==> src/rtl/mem_stage_lsu.sv <==
// MEM-stage load/store unit: req/ack data-memory handshake with pipeline stall,
// timeout abort and load extension. Optional misaligned-access trap: LSU_MISALIGN_TRAP_EN.
module mem_stage_lsu #(
  parameter int TIMEOUT_CYC = 16,
  parameter int CNT_W       = 5
) (
  input  logic        clk,
  input  logic        rst_n,
  input  logic        MemRead_mem,
  input  logic        MemWrite_mem,
  input  logic [2:0]  funct3_mem,
  input  logic [31:0] ALUResult_mem,
  input  logic [31:0] WriteData_mem,
  output logic [31:0] MemDout_mem,
  output logic        stall_mem,
  output logic        bus_err,
  output logic        dmem_req,
  output logic        dmem_we,
  output logic [31:0] dmem_addr,
  output logic [3:0]  dmem_be,
  output logic [31:0] dmem_wdata,
  input  logic        dmem_ack,
  input  logic [31:0] dmem_rdata
`ifdef LSU_MISALIGN_TRAP_EN
  ,
  output logic        misalign_exc
`endif
);

  typedef enum logic [1:0] {IDLE = 2'd0, REQ = 2'd1, DONE = 2'd2} state_t;

  state_t           state, state_nxt;
  logic [CNT_W-1:0] cnt;
  logic             access, start_req, take_ack, timeout, trap, stall_c;

  logic             we_p1;
  logic [31:0]      addr_p1;
  logic [3:0]       be_p1;
  logic [31:0]      wdata_p1;
  logic [2:0]       f3_p1;
  logic [1:0]       off_p1;

  function automatic logic [3:0] byte_enable(input logic [2:0] f3, input logic [1:0] o);
    case (f3[1:0])
      2'b00:   byte_enable = 4'b0001 << o;
      2'b01:   byte_enable = o[1] ? 4'b1100 : 4'b0011;
      default: byte_enable = 4'b1111;
    endcase
  endfunction

  function automatic logic [31:0] store_lanes(input logic [2:0] f3, input logic [31:0] wd);
    case (f3[1:0])
      2'b00:   store_lanes = {4{wd[7:0]}};
      2'b01:   store_lanes = {2{wd[15:0]}};
      default: store_lanes = wd;
    endcase
  endfunction

  // Reserved funct3 codes fall through to a full-word return.
  function automatic logic [31:0] load_extend(input logic [31:0] w, input logic [2:0] f3,
                                              input logic [1:0] o);
    logic [31:0]        lane;
    logic signed [7:0]  b;
    logic signed [15:0] h;
    logic signed [31:0] s;
    lane = (f3[1:0] == 2'b00) ? (w >> {o, 3'b000}) : (o[1] ? (w >> 16) : w);
    b    = lane[7:0];
    h    = lane[15:0];
    case (f3)
      3'b000:  s = 32'(b);
      3'b001:  s = 32'(h);
      3'b100:  s = {24'b0, lane[7:0]};
      3'b101:  s = {16'b0, lane[15:0]};
      default: s = w;
    endcase
    load_extend = s;
  endfunction

  assign access = MemRead_mem | MemWrite_mem;

`ifdef LSU_MISALIGN_TRAP_EN
  logic misaligned;
  always_comb begin
    case (funct3_mem[1:0])
      2'b00:   misaligned = 1'b0;
      2'b01:   misaligned = ALUResult_mem[0];
      default: misaligned = |ALUResult_mem[1:0];
    endcase
  end
`endif

  always_comb begin
    state_nxt = state;
    stall_c   = 1'b0;
    dmem_req  = 1'b0;
    start_req = 1'b0;
    take_ack  = 1'b0;
    timeout   = 1'b0;
    trap      = 1'b0;
    case (state)
      IDLE: begin
        if (access) begin
          stall_c = 1'b1;
`ifdef LSU_MISALIGN_TRAP_EN
          if (misaligned) begin
            trap      = 1'b1;
            state_nxt = DONE;
          end else begin
            start_req = 1'b1;
            state_nxt = REQ;
          end
`else
          start_req = 1'b1;
          state_nxt = REQ;
`endif
        end
      end
      REQ: begin
        dmem_req = 1'b1;
        stall_c  = 1'b1;
        if (dmem_ack) begin
          take_ack  = 1'b1;
          state_nxt = DONE;
        end else if (cnt == CNT_W'(TIMEOUT_CYC - 1)) begin
          timeout   = 1'b1;
          state_nxt = DONE;
        end
      end
      DONE:    state_nxt = IDLE;
      default: state_nxt = IDLE;
    endcase
  end

  // Reset drops the stall in the same cycle, even while the EX/MEM request is still asserted.
  assign stall_mem  = stall_c & rst_n;

  assign dmem_we    = we_p1;
  assign dmem_addr  = addr_p1;
  assign dmem_be    = be_p1;
  assign dmem_wdata = wdata_p1;

  // Stage p1: request fields captured on IDLE->REQ and held until the access ends.
  always_ff @(posedge clk) begin
    if (start_req) begin
      we_p1    <= MemWrite_mem;
      addr_p1  <= {ALUResult_mem[31:2], 2'b00};
      be_p1    <= byte_enable(funct3_mem, ALUResult_mem[1:0]);
      wdata_p1 <= store_lanes(funct3_mem, WriteData_mem);
      f3_p1    <= funct3_mem;
      off_p1   <= ALUResult_mem[1:0];
    end
  end

  always_ff @(posedge clk or negedge rst_n) begin
    if (!rst_n) begin
      state       <= IDLE;
      cnt         <= '0;
      bus_err     <= 1'b0;
      MemDout_mem <= '0;
`ifdef LSU_MISALIGN_TRAP_EN
      misalign_exc <= 1'b0;
`endif
    end else begin
      state   <= state_nxt;
      bus_err <= timeout;
      if (state == REQ && !dmem_ack && !timeout)
        cnt <= cnt + CNT_W'(1);
      else
        cnt <= '0;
      if (take_ack && !we_p1)
        MemDout_mem <= load_extend(dmem_rdata, f3_p1, off_p1);
      else if (timeout || trap)
        MemDout_mem <= '0;
`ifdef LSU_MISALIGN_TRAP_EN
      misalign_exc <= trap;
`endif
    end
  end

endmodule
==> config.mk <==
export PLATFORM = sky130hd
export DESIGN_NAME = mem_stage_lsu
export DESIGN_NICKNAME = d
export VERILOG_FILES = /design/src/rtl/mem_stage_lsu.sv
export SDC_FILE = /design/constraint.sdc
export NUM_CORES = 1
export LEC_CHECK = 0
export ABC_CLOCK_PERIOD_IN_PS = 5600
export BUFFER_PORTS_ARGS = -buffer_cell sky130_fd_sc_hd__buf_2
export CAP_MARGIN = 20
export CORE_MARGIN = 8
export CORE_UTILIZATION = 26
export CTS_BUF_LIST = sky130_fd_sc_hd__clkbuf_4 sky130_fd_sc_hd__clkbuf_8
export DETAILED_ROUTE_END_ITERATION = 8
export PLACE_DENSITY_LB_ADDON = 0.12
export SKIP_CTS_REPAIR_TIMING = 1
export SLEW_MARGIN = 20
export SYNTH_ARGS = -nofsm -noshare
export SYNTH_HDL_FRONTEND = slang
export SYNTH_SLANG_ARGS = --single-unit
export TNS_END_PERCENT = 20
==> constraint.sdc <==
create_clock -name clk -period 5.6 [get_ports clk]
set_clock_uncertainty 0.05 [all_clocks]
set_input_delay 1.4 -clock clk [delete_from_list [all_inputs] [get_ports clk]]
set_output_delay 1.4 -clock clk [all_outputs]
set_load 0.01 [all_outputs]
==> flow_summary.yaml, run 1 <==
outcome:
  status: "finished clean"
routing:
  wl_mm: 14.0
  drc: 0
  wl_per_cell_um: 18.4
  postRouteAntennaNets: 0
  vias: 3465
  drt_iter0_markers: 155
  via_per_inst: 4.55
  dr.pass1.iters: 5
synth:
  yosysWarnings: 0
  synth_edf_count: 72
  avgSynthCellArea_um2: 14.3
  synth_seq_cells: 112
  ys_types: 40
  syn_inst: 325
  yosysSeqAreaShare: 0.680
  synth_area_um2: 4650
  postSynth.asyncResetShare: 0.357
  synth_ff_type: "edfxtp_1"
floorplanning:
  die_x_um: 150
  rows: 49
  die_area_um2: 22400
  pin_count: 208
  coreArea_um2: 17800
  die_h_um: 150
  start_util: 0.262
setup_path:
  crit_buf_inv: 2
  arrival_ns: 1.92
  timing.critical_path.mode_cell: "buf_2"
  start_kind: "input pin"
  cp.required_ns: 4.15
  worstPathMaxFanout: 2
  cpLargestDelayFamily: "buffers and inverters"
  cp_cell_sequence: "buf_2 > nor3b_1 > buf_2"
  crit_slowest_cell: "nor3b_1"
  rrSetupSlack_ns: 3.21
  slowest_delay_ns: 0.21
  worstSetupPathType: "input pin to output pin"
  endpoint_kind: "output pin"
sta:
  holdWs_ns: 0.432
  finalSetupTns_ns: 0
  min_period_ns: 3.37
  final_hold_viol_count: 0
  fmax_mhz: 297
  setup_viol: 0
  max_slew_margin: 0.394
  min_period_over_period: 0.601
  tightest_slew_ns: 0.909
  rsz0062_at_grt: "no"
  slew_violations: 0
pwr:
  p_sw_frac: 0.360
  power_frac_seq: 0.486
  p_per_area_nw_per_um2: 439
  vdd_drop_max_mv: 0.158
  p_leak_nw: 2.85
  p_switching_w: 0.000972
  combPwrFrac: 0.322
  p_int_w: 0.00173
  power_frac_clock: 0.192
clock_network:
  cts-root-buf: "clkbuf_8"
  h-tree-depth: 3
  path_clk_slew_ns: 0.12
  clk_path_buf_depth: 2
  clock_latency_ns: 0.39
  numClockSinks: 112
  cts_tree: "done"
  numCtsBuffers: 9
final_layout:
  drive_gt1_frac: 0.479
  finalNetCount: 633
  syn_to_final_growth_pct: 32.0
  diodes: 0
  mostFrequentLayoutCells: "buf_2, edfxtp_1, dfrtp_1, nand2_1, mux2_2"
  fillers: 1824
  final_common_cell: "buf_2"
global_route:
  antenna_found_initial: 3
  grt-ovfl-total: 0
  grt_max_degree: 73
  grt_usage: 0.123
  grt_pass1_vias: 3795
  grt_pass1_wl_mm: 21.3
placement:
  hpwl_mm: 10.6
  place_congestion: 0.773
  numPortBuffers: 205
worst_hold_path:
  hold_path_class: "register to register"
flow_run:
  max_cap_viol_count: 0
==> cells in the mapped netlist (2+ instances only) <==
cell / instances / area [µm²]
a21o_1: 24 / 180
a221oi_1: 7 / 61.3
dfrtp_1: 40 / 1000
clkbuf_1: 13 / 48.8
nand3_1: 3 / 15.0
a21oi_1: 8 / 40.0
nor2_1: 11 / 41.3
edfxtp_1: 72 / 2160
nand3b_1: 3 / 22.5
nor3b_1: 4 / 30.0
nor2b_1: 2 / 12.5
a22o_1: 16 / 140
ha_1: 2 / 25.0
inv_1: 12 / 45.0
o21bai_1: 5 / 37.5
a222oi_1: 5 / 50.1
nand2_1: 25 / 93.8
o21ai_0: 13 / 65.1
buf_4: 3 / 22.5
mux2_2: 25 / 282
nor3_1: 3 / 15.0
mux2i_1: 8 / 80.1
nand2b_1: 4 / 25.0
==> sequential cells by signal, summed over array words and instances (netlist names) <==
register,count
cnt,5
f3_p1,3
state,2
dmem_we,1
off_p1,2
MemDout_mem,32
bus_err,1
dmem_wdata,32
dmem_addr,30
dmem_be,4
==> logic make-up after synthesis <==
family / synth area share
AND/OR/NAND/NOR: 0.0605
XOR/XNOR: 0.00377
AO/OA/AOI/OAI: 0.138
other: 0.000806
flip-flops: 0.680
buffers and inverters: 0.0293
adder cells (fa/ha/maj): 0.00538
multiplexers: 0.0826
==> per-layer routing <==
| layer | global-route usage | wire [µm] | up-vias |
|---|---|---|---|
| met3 | 0.0538 | 1580 | 30 |
| met1 | 0.151 | 5850 | 1641 |
| met4 | 0.0565 | 329 | 6 |
| li1 | - | - | 1626 |
| met5 | 0 | 28 | - |
| met2 | 0.184 | 6250 | 162 |
==> final cells by class <==
class,count,area [µm²],share of cell area
clock buffers,9,124,0.0202
well taps,229,287,0.0467
inverters,12,45.0,0.00734
multi-input cells,183,1370,0.223
clock inverters,7,93.8,0.0153
repair buffers,209,1060,0.172
flip-flops and latches,112,3160,0.515
==> per-stage QoR <==
stage | setup slack [ns] | std cells | area (µm²) | power, W | util
2_1_floorplan | 0.856 | 326 | 4660 | 0.00181 | -
3_3_place_gp | 2.20 | 745 | 5920 | 0.00222 | 0.333
3_5_place_dp | 2.19 | 745 | 5920 | 0.00223 | 0.333
4_1_cts | 2.18 | 761 | 6140 | 0.00276 | 0.345
5_1_grt | 2.18 | 761 | 6140 | 0.00288 | 0.345
6_report | 2.23 | 761 | 6140 | 0.00270 | 0.345
==> worst paths after layout <==
kind	startpoint	to	depth (start not counted)
setup / recovery	rst_n	stall_mem	3
hold / removal	cnt[0]$_DFF_PN0_	cnt[0]$_DFF_PN0_	1
setup reg to reg	state[1]$_DFFE_PN0P_	MemDout_mem[19]$_DFFE_PN0P_	5
hold reg to reg	cnt[0]$_DFF_PN0_	cnt[0]$_DFF_PN0_	1
max in group asynchronous	rst_n	MemDout_mem[15]$_DFFE_PN0P_	2
min in group asynchronous	rst_n	MemDout_mem[0]$_DFFE_PN0P_	2
==> power groups by stage <==
stage / clock network [W] / registers, W / logic (W)
2_1_floorplan: 0 / 0.00144 / 0.000373
3_3_place_gp: 0 / 0.00133 / 0.000896
3_5_place_dp: 0 / 0.00133 / 0.000899
4_1_cts: 0.000543 / 0.00132 / 0.000900
5_1_grt: 0.000574 / 0.00135 / 0.000961
6_report: 0.000517 / 0.00131 / 0.000870
Power figures use the tool's default switching activity.
==> inputs of run 2 (changes only) <==
--- a/config.mk
+++ b/config.mk
@@ -5,7 +5,8 @@
 export SDC_FILE = /design/constraint.sdc
 export NUM_CORES = 1
 export LEC_CHECK = 0
-export ABC_CLOCK_PERIOD_IN_PS = 5600
+export ABC_AREA = 1
+export ABC_CLOCK_PERIOD_IN_PS = 2910
 export BUFFER_PORTS_ARGS = -buffer_cell sky130_fd_sc_hd__buf_2
 export CAP_MARGIN = 20
 export CORE_MARGIN = 8
==> constraint.sdc (replaced) <==
create_clock -name clk -period 2.91 [get_ports clk]
set_clock_uncertainty 0.05 [all_clocks]
set_input_delay 0.7275 -clock clk [delete_from_list [all_inputs] [get_ports clk]]
set_output_delay 0.7275 -clock clk [all_outputs]
set_load 0.01 [all_outputs]
==> run 2 against run 1 <==
  * Flip-flop and latch count unchanged
  * Final cell count up 22%
  * Global-route usage up 0.86 points
  * Worst hold slack worse by 0.027 ns
  * Largest cell class unchanged
  * Total power up 98%
  * Area after synthesis up 3.5%
  * First-iteration DRC count up 39%
  * Design area up 2.2%
  * Clock power up 73%
  * Register-to-register slack worse by 2.4 ns
==> flow_summary.yaml, run 2 <==
setup_path:
  rr_worst_depth: 6
  worstSetupPathType: "register to output pin"
  crit_buf_inv: 2
  timing.rr.end: "MemDout_mem[21]$_DFFE_PN0P_"
  arrival_ns: 1.50
  cp.required_ns: 2.13
  cp_cell_sequence: "nor2_1 > inv_1 > a21boi_0 > buf_2"
  startpoint: "state[1]$_DFFE_PN0P_"
  cpLargestDelayFamily: "flip-flops"
  start_kind: "register"
  rrSetupSlack_ns: 0.83
  worstPathMaxFanout: 4
  crit_slowest_cell: "dfrtp_1"
  endpoint_kind: "output pin"
  slowest_delay_ns: 0.40
  worstReg2RegStart: "f3_p1[1]$_DFFE_PP_"
global_route:
  antenna_found_initial: 2
  grt_pass1_wl_mm: 24.2
  top_usage_layer: "met2"
  grt_usage: 0.132
  grt-ovfl-total: 0
  met3_usage: 0.0658
  grt_pass1_vias: 4311
  grt_max_degree: 41
  grtUsageMet2: 0.195
  grt.met1_usage: 0.167
synth:
  synth_xor_area_frac: 0
  syn_inst: 489
  yosys.area_share.simple: 0.227
  synth.area.mux_share: 0
  synth_adder_area_share: 0.00520
  yosysWarnings: 0
  synth_compound_area_frac: 0.0572
  synth_commonest_cells: "nand2_1, edfxtp_1, nand3_1"
  avgSynthCellArea_um2: 9.84
  yosys.area.top_type: "edfxtp_1"
  ys_types: 26
  synth_ff_type: "edfxtp_1"
  yosysTopAreaCellShare: 0.449
  synth_seq_cells: 112
  synth_area_um2: 4810
  synth.most_common_cell: "nand2_1"
  synth_top_family_by_area: "simple AND/OR/NAND/NOR gates"
  yosysSeqAreaShare: 0.657
  postSynth.asyncResetShare: 0.357
  synth.area.top_cells: "edfxtp_1, dfrtp_1, nand2_1"
  synth_edf_count: 72
pwr:
  vdd_drop_max_mv: 0.322
  p_leak_nw: 3.12
  p_per_area_nw_per_um2: 850
routing:
  postRouteAntennaNets: 0
  drc: 0
  via_per_inst: 4.48
  dr.pass1.iters: 5
  wl_mm: 15.2
  vias: 4148
  drt_iter0_markers: 216
  wl_per_cell_um: 16.4
final_layout:
  drive_gt1_frac: 0.344
  finalNetCount: 799
  syn_to_final_growth_pct: 30.4
  mostFrequentLayoutCells: "buf_2, nand2_1, edfxtp_1, nand3_1, dfrtp_1"
  fin_util: 0.347
  fillers: 1906
  diodes: 0
  final_common_cell: "buf_2"
  fin_area_um2: 6280
clock_network:
  cts_tree: "done"
  numClockSinks: 112
  clk_path_buf_depth: 2
  h-tree-depth: 3
  path_clk_slew_ns: 0.12
  clock_latency_ns: 0.38
  numCtsBuffers: 9
  cts-root-buf: "clkbuf_8"
outcome:
  status: "finished clean"
sta:
  slew_violations: 0
  min_period_ns: 2.28
  max_slew_margin: 0.356
  tightest_slew_ns: 0.967
  setup_viol: 0
  min_period_over_period: 0.784
  final_hold_viol_count: 0
  finalSetupTns_ns: 0
  fin_ws_ns: 0.628
  fmax_mhz: 438
  rsz0062_at_grt: "no"
floorplanning:
  die_h_um: 152
  coreArea_um2: 18100
  pin_count: 208
  start_util: 0.266
  rows: 49
  die_area_um2: 23100
  die_x_um: 152
placement:
  numPortBuffers: 205
  dpl-instance-area_um2: 6100
  hpwl_mm: 11.7
  place_congestion: 0.850
  place_ws_ns: 0.669
worst_hold_path:
  hold_path_class: "input pin to asynchronous set/reset pin"
flow_run:
  max_cap_viol_count: 0
## run 2: stage by stage
step	hold WS (ns)	cells	power, W
after global routing	0.424	926	0.00575
after floorplan	0.382	490	0.00362
after detailed placement	0.410	911	0.00452
after CTS	0.408	926	0.00545
after global placement	0.398	911	0.00451
final	0.405	926	0.00533
## run 2: cell families (layout without fill, tap and decap cells)
logic type	after synthesis	in the layout
simple gates	267	267
fa+ha+maj	2	2
flops	112	112
compound gates	48	48
other cells	1	2
buf+inv	59	266
## run 2: where the power goes
| group | leakage [nW] | switching (W) | internal (W) |
|---|---|---|---|
| logic | 1.83 | 0.00117 | 0.000679 |
| clock network | 0.0911 | 0.000570 | 0.000324 |
| registers | 1.20 | 0.000270 | 0.00232 |
| total | 3.12 | 0.00201 | 0.00332 |
## run 2: how the worst max path moves through the flow
stage | to | cells past startpoint
after floorplan | dmem_addr[10]$_DFFE_PP_ | 2
after global placement | stall_mem | 4
after detailed placement | stall_mem | 4
after CTS | stall_mem | 4
after global routing | stall_mem | 4
final | stall_mem | 4
## run 2: area by class of cell
cell class / instances / area, µm² / area share
Clock buffer: 9 / 124 / 0.0197
Clock inverter: 6 / 52.6 / 0.00837
Inverter: 37 / 139 / 0.0221
Multi-Input combinational cell: 319 / 1410 / 0.224
Sequential cell: 112 / 3160 / 0.504
Tap cell: 229 / 287 / 0.0457
Timing Repair Buffer: 214 / 1110 / 0.176
## run 2: worst reg2reg max path: cells and delay by family (launching register included)
kind,cells,cell delay (ns)
compound gates,1,0.16
buf+inv,1,0.30
simple gates,4,0.51
flops,1,1.00
## run 2: routing by layer
| layer | vias to the layer above | part of all wire |
|---|---|---|
| met5 | - | 0.0014 |
| met1 | 1924 | 0.44 |
| met3 | 13 | 0.12 |
| li1 | 2001 | - |
| met4 | 4 | 0.012 |
| met2 | 206 | 0.43 |
==> inputs of run 3 (changes only) <==
--- a/config.mk
+++ b/config.mk
@@ -6,7 +6,7 @@
 export NUM_CORES = 1
 export LEC_CHECK = 0
 export ABC_AREA = 1
-export ABC_CLOCK_PERIOD_IN_PS = 2910
+export ABC_CLOCK_PERIOD_IN_PS = 1900
 export BUFFER_PORTS_ARGS = -buffer_cell sky130_fd_sc_hd__buf_2
 export CAP_MARGIN = 20
 export CORE_MARGIN = 8
==> constraint.sdc (replaced) <==
create_clock -name clk -period 1.9 [get_ports clk]
set_clock_uncertainty 0.05 [all_clocks]
set_input_delay 0.475 -clock clk [delete_from_list [all_inputs] [get_ports clk]]
set_output_delay 0.475 -clock clk [all_outputs]
set_load 0.01 [all_outputs]
==> run 3 against run 2 <==
  * Highest routed layer unchanged
  * Via count down 0.55%
  * Largest power group unchanged
  * Largest cell class unchanged
  * Worst hold slack got worse by 0.26 ns
  * First-iteration DRC count increased by 8.3%
  * Register-to-register slack lost 0.58 ns
==> flow_summary.yaml, run 3 (synthesis results as in run 2) <==
setup_path:
  endpoint_kind: "output pin"
  cpLargestDelayFamily: "flip-flops"
  worstReg2RegStart: "cnt[0]$_DFF_PN0_"
  rr_worst_depth: 8
  cp_cell_sequence: "inv_1 > nor2_4 > inv_1 > a21boi_1 > buf_2"
  rrSetupSlack_ns: 0.25
  crit_slowest_cell: "dfrtp_1"
  start_kind: "register"
  slowest_delay_ns: 0.40
  timing.rr.end: "MemDout_mem[0]$_DFFE_PN0P_"
  worstPathMaxFanout: 3
  worstSetupPathType: "register to output pin"
  crit_buf_inv: 3
  timing.critical_path.mode_cell: "inv_1"
  cp.required_ns: 1.37
  arrival_ns: 1.33
final_layout:
  finalNetCount: 805
  mostFrequentLayoutCells: "buf_2, nand2_1, edfxtp_1, nand3_1, dfrtp_1"
  syn_to_final_growth_pct: 32.6
  final_common_cell: "buf_2"
  fin_area_um2: 6380
  drive_gt1_frac: 0.358
  finalNonFillerCells: 932
  diodes: 0
clock_network:
  path_clk_slew_ns: 0.11
  clk_path_buf_depth: 2
  clock_latency_ns: 0.38
  cts_tree: "done"
  cts-root-buf: "clkbuf_8"
  h-tree-depth: 3
  numClockSinks: 112
  numCtsBuffers: 9
routing:
  wl_mm: 15.5
  drc: 0
  vias: 4125
  wl_per_cell_um: 16.6
  postRouteAntennaNets: 0
  drt_iter0_markers: 234
  dr.pass1.iters: 4
  via_per_inst: 4.43
pwr:
  p_switching_w: 0.00316
  p_sw_frac: 0.380
  p_per_area_nw_per_um2: 1300
  vdd_drop_max_mv: 0.577
  power_frac_seq: 0.473
  combPwrFrac: 0.360
  power_frac_clock: 0.167
  p_int_w: 0.00515
  p_leak_nw: 3.16
  finalPower_w: 0.00831
sta:
  slew_violations: 0
  min_period_over_period: 0.974
  setup_viol: 0
  tightest_slew_ns: 0.557
  min_period_ns: 1.85
  finalSetupTns_ns: 0
  rsz0062_at_grt: "yes"
  fmax_mhz: 540
  holdWs_ns: 0.147
  max_slew_margin: 0.628
  final_hold_viol_count: 0
floorplanning:
  die_h_um: 152
  coreArea_um2: 18100
  start_util: 0.266
  pin_count: 208
  die_x_um: 152
  die_area_um2: 23100
  rows: 49
global_route:
  grt-ovfl-total: 0
  met3_usage: 0.0607
  antenna_found_initial: 2
  grt.met1_usage: 0.161
  grt_pass1_wl_mm: 24.1
  grtUsageMet2: 0.203
  grt_pass1_vias: 4337
  grt_usage: 0.132
  top_usage_layer: "met2"
  grt_max_degree: 73
placement:
  hpwl_mm: 11.7
  dp.cells: 916
  numPortBuffers: 205
  place_congestion: 0.848
  dpl-instance-area_um2: 6180
flow_run:
  max_cap_viol_count: 0
outcome:
  status: "finished clean"
worst_hold_path:
  hold_path_class: "input pin to asynchronous set/reset pin"
-- run 3: power by group through the flow --
stage                     sequential (W)  combinational (W)  clock [W]
after floorplan                  0.00431            0.00124          0
after global placement           0.00396            0.00301          0
after detailed placement         0.00397            0.00303          0
after CTS                        0.00393            0.00304    0.00145
after global routing             0.00403            0.00334    0.00153
final                            0.00393            0.00300    0.00139
-- run 3: final cells by class --
class / instances / area (µm²)
Clock buffer: 9 / 124
Timing Repair Buffer: 220 / 1180
Sequential cell: 112 / 3160
Multi-Input combinational cell: 319 / 1440
Inverter: 37 / 143
Tap cell: 229 / 287
Clock inverter: 6 / 51.3
Fill cell: 1892 / 11700
-- run 3: how the worst max path moves through the flow --
stage / cells past startpoint / startpoint / to / slack (ns)
CTS: 4 / state[1]$_DFFE_PN0P_ / stall_mem / -0.13
global route: 5 / state[0]$_DFFE_PN0P_ / stall_mem / -0.1
floorplan: 2 / MemWrite_mem / dmem_addr[10]$_DFFE_PP_ / -0.24
finish: 5 / state[0]$_DFFE_PN0P_ / stall_mem / 0.05
global placement: 7 / cnt[0]$_DFF_PN0_ / cnt[3]$_DFF_PN0_ / 0.19
detailed placement: 7 / cnt[0]$_DFF_PN0_ / cnt[3]$_DFF_PN0_ / 0.15
-- run 3: worst register-to-register path: stages, from the launching register on --
cell	delay (ns)
dfrtp_1	0.41
ha_1	0.21
nand2_1	0.08
nor2_1	0.05
ha_1	0.20
nand3_1	0.14
buf_12	0.21
nand3_1	0.15
nand2_1	0.09
-- run 3: metal layers --
| metal | vias up | wire (µm) |
|---|---|---|
| met2 | 177 | 6860 |
| met1 | 1910 | 6790 |
| met3 | 19 | 1550 |
| li1 | 2015 | - |
| met5 | - | 23 |
| met4 | 4 | 252 |
-- run 3: stage by stage --
step	setup slack (ns)	util
floorplan	-0.243	-
detailed placement	0.148	0.342
global route	-0.0981	0.353
global placement	0.187	0.342
finish	0.0487	0.353
CTS	-0.128	0.351
